### src/rtl/muldiv_unit.sv
// muldiv_unit: multi-cycle multiply/divide unit that owns the HI and LO
// architectural registers. Multiplies finish after MUL_LAT edges. Divides
// use a restoring algorithm on operand magnitudes, one quotient bit per
// edge, followed by a single sign-fixup cycle. HI/LO change only when an
// operation completes or on MTHI/MTLO, so intermediate values never reach
// the write-back mux.
module muldiv_unit #(
    parameter int DIV_CYCLES = 32,
    parameter int MUL_LAT    = 4
) (
    input  logic        clk,
    input  logic        rst,
    input  logic        start,
    input  logic [2:0]  op,
    input  logic [31:0] opA,
    input  logic [31:0] opB,
    input  logic        cancel,
    output logic [31:0] regHi,
    output logic [31:0] regLo,
    output logic        busy
);

    localparam logic [2:0] OP_MULT  = 3'b001;
    localparam logic [2:0] OP_MULTU = 3'b010;
    localparam logic [2:0] OP_DIV   = 3'b011;
    localparam logic [2:0] OP_DIVU  = 3'b100;
    localparam logic [2:0] OP_MTHI  = 3'b101;
    localparam logic [2:0] OP_MTLO  = 3'b110;

    typedef enum logic [1:0] {
        IDLE = 2'd0,
        MUL  = 2'd1,
        DIV  = 2'd2,
        FIX  = 2'd3
    } state_t;

    state_t      state_q, state_d;
    logic [7:0]  cnt_q, cnt_d;
    logic [31:0] hi_q, hi_d;
    logic [31:0] lo_q, lo_d;
    // a_q holds the multiplicand, or the dividend magnitude that shifts
    // left and fills with quotient bits during a divide.
    logic [31:0] a_q, a_d;
    logic [31:0] b_q, b_d;
    logic [31:0] rem_q, rem_d;
    logic        mul_signed_q, mul_signed_d;
    logic        quot_neg_q, quot_neg_d;
    logic        rem_neg_q, rem_neg_d;
    logic        div_zero_q, div_zero_d;

    logic        accept;
    logic        neg_a;
    logic        neg_b;
    logic [63:0] mul_a64;
    logic [63:0] mul_b64;
    logic [63:0] product;
    logic [32:0] rem_shift;
    logic        rem_ge;

    assign regHi = hi_q;
    assign regLo = lo_q;
    assign busy  = (state_q != IDLE);

    // Sign-extended 64-bit multiply; the low 64 bits are the exact product
    // for both signed and unsigned operands.
    always_comb begin
        mul_a64 = {{32{mul_signed_q & a_q[31]}}, a_q};
        mul_b64 = {{32{mul_signed_q & b_q[31]}}, b_q};
        product = mul_a64 * mul_b64;
    end

    // One restoring-division step: shift in the next dividend bit and
    // subtract the divisor when it fits.
    always_comb begin
        rem_shift = {rem_q, a_q[31]};
        rem_ge    = (rem_shift >= {1'b0, b_q});
    end

    // Next-state, counter and HI/LO update logic; cancel overrides all.
    always_comb begin
        state_d      = state_q;
        cnt_d        = cnt_q;
        hi_d         = hi_q;
        lo_d         = lo_q;
        a_d          = a_q;
        b_d          = b_q;
        rem_d        = rem_q;
        mul_signed_d = mul_signed_q;
        quot_neg_d   = quot_neg_q;
        rem_neg_d    = rem_neg_q;
        div_zero_d   = div_zero_q;
        neg_a        = 1'b0;
        neg_b        = 1'b0;
        accept       = start && !cancel && (state_q == IDLE)
                       && (op != 3'b000) && (op != 3'b111);

        case (state_q)
            IDLE: begin
                if (accept) begin
                    case (op)
                        OP_MTHI: hi_d = opA;
                        OP_MTLO: lo_d = opA;
                        OP_MULT, OP_MULTU: begin
                            a_d          = opA;
                            b_d          = opB;
                            mul_signed_d = (op == OP_MULT);
                            cnt_d        = 8'd0;
                            state_d      = MUL;
                        end
                        OP_DIV, OP_DIVU: begin
                            neg_a      = (op == OP_DIV) && opA[31];
                            neg_b      = (op == OP_DIV) && opB[31];
                            a_d        = neg_a ? -opA : opA;
                            b_d        = neg_b ? -opB : opB;
                            rem_d      = 32'd0;
                            quot_neg_d = neg_a ^ neg_b;
                            rem_neg_d  = neg_a;
                            div_zero_d = (opB == 32'd0);
                            cnt_d      = 8'd0;
                            state_d    = DIV;
                        end
                        default: ;
                    endcase
                end
            end
            MUL: begin
                if (cnt_q == 8'(MUL_LAT - 1)) begin
                    hi_d    = product[63:32];
                    lo_d    = product[31:0];
                    cnt_d   = 8'd0;
                    state_d = IDLE;
                end else begin
                    cnt_d = cnt_q + 8'd1;
                end
            end
            DIV: begin
                rem_d = rem_ge ? 32'(rem_shift - {1'b0, b_q}) : rem_shift[31:0];
                a_d   = {a_q[30:0], rem_ge};
                if (cnt_q == 8'(DIV_CYCLES - 1)) begin
                    cnt_d   = 8'd0;
                    state_d = FIX;
                end else begin
                    cnt_d = cnt_q + 8'd1;
                end
            end
            FIX: begin
                // A zero divisor always reports an all-ones quotient, whatever
                // the dividend sign; the remainder already equals opA.
                lo_d    = div_zero_q ? 32'hFFFF_FFFF : (quot_neg_q ? -a_q : a_q);
                hi_d    = rem_neg_q ? -rem_q : rem_q;
                state_d = IDLE;
            end
            default: state_d = IDLE;
        endcase

        if (cancel) begin
            state_d = IDLE;
            cnt_d   = 8'd0;
            hi_d    = hi_q;
            lo_d    = lo_q;
        end
    end

    // State and datapath registers with synchronous reset.
    always_ff @(posedge clk) begin
        if (rst) begin
            state_q      <= IDLE;
            cnt_q        <= 8'd0;
            hi_q         <= 32'd0;
            lo_q         <= 32'd0;
            a_q          <= 32'd0;
            b_q          <= 32'd0;
            rem_q        <= 32'd0;
            mul_signed_q <= 1'b0;
            quot_neg_q   <= 1'b0;
            rem_neg_q    <= 1'b0;
            div_zero_q   <= 1'b0;
        end else begin
            state_q      <= state_d;
            cnt_q        <= cnt_d;
            hi_q         <= hi_d;
            lo_q         <= lo_d;
            a_q          <= a_d;
            b_q          <= b_d;
            rem_q        <= rem_d;
            mul_signed_q <= mul_signed_d;
            quot_neg_q   <= quot_neg_d;
            rem_neg_q    <= rem_neg_d;
            div_zero_q   <= div_zero_d;
        end
    end

endmodule

### config.mk
export PLATFORM = sky130hd
export DESIGN_NAME = muldiv_unit
export DESIGN_NICKNAME = d
export VERILOG_FILES = /design/src/rtl/muldiv_unit.sv
export SDC_FILE = /design/constraint.sdc
export NUM_CORES = 2
export LEC_CHECK = 0
export ABC_AREA = 1
export CORE_MARGIN = 4
export CORE_UTILIZATION = 45
export CTS_CLUSTER_SIZE = 30
export DETAILED_ROUTE_END_ITERATION = 16
export HOLD_SLACK_MARGIN = 0.1
export PLACE_DENSITY = 0.61
export SLEW_MARGIN = 20
export SYNTH_ARGS = -nofsm -noshare
export SYNTH_HDL_FRONTEND = slang
export SYNTH_SLANG_ARGS = --single-unit
### constraint.sdc
create_clock -name clk -period 20.1 [get_ports clk]
set_clock_uncertainty 0.2 [all_clocks]
set_input_delay 3.015 -clock clk [delete_from_list [all_inputs] [get_ports clk]]
set_output_delay 3.015 -clock clk [all_outputs]
set_load 0.01 [all_outputs]
==> flow_summary.yaml <==
drt:
  drtPass1Iterations: 6
  vias: 47450
  wl_met1_um: 78180
  wl_met2_um: 90780
  drtIter0Drc: 4252
  ant_nets: 0
  drc: 0
  met3WireLength_um: 14750
  wl_per_cell_um: 21.94
  drt-total-wl_um: 193300
  highest_layer: "met5"
  avgViaCountPerCell: 5.387
timing:
  final.setup.tns_ps: 0
  rsz0062_at_grt: "no"
  hold_viol: 0
  relSlewSlack_pct: 22.84
  fmaxAchievable_ghz: 0.1140
  finalCritPeriodShare_pct: 43.64
  timing.hold.ws_ps: 272.5
  setup_viol: 0
  fin_crit_ps: 8772
  maxSlewViolCount: 0
  worstMarginPinSlew_ps: 1145
yosys:
  synth_top_family_by_area: "adder cells"
  yosys_register_bits: 174
  synth_edf_count: 0
  syn_area_per_cell_sq_um: 7.264
  synth_fp_nets: 8820
  ys.flop_type: "dfxtp_1"
  synthAdderAreaFrac_pct: 48.08
  synth_compound_area_share_pct: 6.967
  synthCells: 7368
  synthXorXnorAreaFrac_pct: 1.227
  netlist_area_sq_mm: 0.05352
  yosys_warnings: 0
  synth_mux_area_share_pct: 0
  synth.distinct_cells: 60
  async_flop_share_pct: 0
  synth-simple-area-share_pct: 21.17
  synth_seq_area_share_pct: 6.509
critical_path:
  r2r_start: "mul_signed_q$_SDFFE_PP0P_"
  critPathCaptureType: "flip-flop"
  rr_worst_depth: 24
  crit_fanout: 30
  critPathArrivalTime_ps: 8990
  r2r-end: "regHi[18]$_SDFFE_PP0P_"
  critPathKind: "flip-flop to flip-flop"
  r2r_setup_slack_ps: 11330
  startpoint_type: "flip-flop"
  crit_required_ps: 20310
floorplanning:
  pin_count: 136
  dieWidth_um: 352.9
  die_area_sq_mm: 0.1245
  initial_core_util_pct: 45.32
  die_h_um: 352.9
  num_rows: 126
  core_sq_mm: 0.1181
final_layout:
  layout_common_cells: "1891 x inv_1, 1840 x nand2_1, 1126 x fa_1"
  fin_area_sq_mm: 0.05672
  nNetsFinal: 8710
  areaGrowthSynthToFinish_pct: 5.990
  fill_cells: 12060
  layout-drive-gt1-share_pct: 2.709
  final_common_cell: "inv_1"
place:
  port_buffers: 135
  dp_hpwl_um: 160700
  dpl_cell_area_sq_mm: 0.05609
  gp_congestion: 1.034
clock_network:
  cts_hold_buf: 0
  numCtsBuffers: 17
  clock_latency_ps: 480
  cts_tree: "built"
  clock_tree.buffer_depth: 2
  cts.reportedPaths.clkPinSlew_ps: 90
  post_cts_resized: 0
  post_cts.repair.setup_buffers: 0
  cts_sinks: 174
  htree_levels: 4
  cts_root_buf: "clkbuf_16"
power_and_ir_drop:
  total_power_uw: 1459
  irDropWorstVdd_v: 0.00005558
  power.density_mw_per_mm2: 25.73
  p_leak_uw: 0.03043
hold_path:
  min_from: "a_q[10]$_SDFFE_PP0P_"
  hold_class: "flip-flop to flip-flop"
  min_path_cells: 2
  hold_end: "a_q[10]$_SDFFE_PP0P_"
run_status:
  status: "completed"
global_routing:
  grt_use_total_pct: 31.42
  grt_max_degree: 79
  antenna_found_initial: 12
  first_global_vias: 49060
  grt.overflow.total: 0
  grt_pass1_wl_um: 298900
flow_run:
  cap_violations: 0
[cells by family (layout without fill, tap and decap cells)]
kind of cell | after synthesis | count (layout)
and+or+nand+nor | 2789 | 2789
DFF | 174 | 174
buffers and inverters | 2265 | 2168
AOI/OAI and AO/OA | 684 | 684
xor gates and xnor gates | 75 | 75
other | 0 | 2
adders and majority gates | 1381 | 1381
[synthesized netlist by cell type, types with 22 or more instances]
| cell type | instances | share of area, % |
|---|---|---|
| nand2_1 | 1840 | 13 |
| o21ai_0 | 240 | 2.2 |
| inv_1 | 1892 | 13 |
| dfxtp_1 | 174 | 6.5 |
| ha_1 | 255 | 6.0 |
| nand4_1 | 48 | 0.56 |
| a21oi_1 | 317 | 3.0 |
| xnor2_1 | 25 | 0.41 |
| clkbuf_1 | 249 | 1.7 |
| fa_1 | 1126 | 42 |
| nand3_1 | 308 | 2.9 |
| buf_1 | 73 | 0.51 |
| buf_2 | 29 | 0.27 |
| o211ai_1 | 22 | 0.31 |
| nor2_1 | 453 | 3.2 |
| nor3_1 | 71 | 0.66 |
| xor2_1 | 50 | 0.82 |
[flip-flops by register name, summed over array words and instances, names as in the netlist]
| register | flops |
|---|---|
| regLo | 32 |
| rem_q | 32 |
| mul_signed_q | 1 |
| a_q | 32 |
| quot_neg_q | 1 |
| div_zero_q | 1 |
| cnt_q | 8 |
| rem_neg_q | 1 |
| b_q | 32 |
| state_q | 2 |
| regHi | 32 |
[routing by layer]
layer  track usage (%)  up-vias
li1                  -    21290
met4             12.63        8
met1             41.18    23760
met5                 0        -
met2             52.35     1980
met3             4.772      419
[through the flow]
stage / setup slack (ps) / std cells / utilization, %
3_5_place_dp: 11350 / 8775 / 47.50
3_3_place_gp: 11350 / 8775 / 47.50
2_1_floorplan: 12630 / 7368 / -
5_1_grt: 10920 / 8807 / 48.03
6_report: 11330 / 8809 / 48.04
4_1_cts: 11320 / 8807 / 48.03
[worst max path at each step]
| stage | start | to | depth (start not counted) |
|---|---|---|---|
| after detailed placement | mul_signed_q$_SDFFE_PP0P_ | regHi[30]$_SDFFE_PP0P_ | 25 |
| after CTS | mul_signed_q$_SDFFE_PP0P_ | regHi[30]$_SDFFE_PP0P_ | 25 |
| after global placement | mul_signed_q$_SDFFE_PP0P_ | regHi[30]$_SDFFE_PP0P_ | 25 |
| after floorplan | a_q[31]$_SDFFE_PP0P_ | regHi[31]$_SDFFE_PP0P_ | 29 |
| final | mul_signed_q$_SDFFE_PP0P_ | regHi[18]$_SDFFE_PP0P_ | 24 |
| after global routing | mul_signed_q$_SDFFE_PP0P_ | regHi[30]$_SDFFE_PP0P_ | 25 |
[critical path, cell delays in order (launching register included)]
cell     delay [ps]
dfxtp_1         530
nand2_1          80
buf_4           260
nor2_1          520
fa_1            620
fa_1            630
fa_1            480
fa_1            930
inv_1           360
fa_1            570
inv_1            50
fa_1            530
inv_1            50
fa_1            450
fa_1            490
inv_1            40
ha_1            380
a21oi_1         330
o21ai_0         250
a21o_1          230
a21oi_1         250
nand3_1         120
nand2_1          80
nand3_1          90
a21oi_1         170
[cell type report]
cell class | instances | area [sq um] | share of cell area, %
multi-input combinational | 4929 | 41460 | 73.10
inverter | 1906 | 7156 | 12.61
clock buffer | 18 | 439.2 | 0.7742
sequential | 174 | 3492 | 6.156
antenna | 2 | 5.005 | 0.008823
clock inverter | 14 | 185.2 | 0.3265
tap | 1536 | 1922 | 3.388
timing repair buffer | 230 | 2062 | 3.635
[power by group]
group          switching [uW]  total, uW  internal (uW)
combinational             496        708            213
sequential               18.9        378            359
clock                     189        373            184
total                     703       1460            756
(Power assumes the default switching activity.)
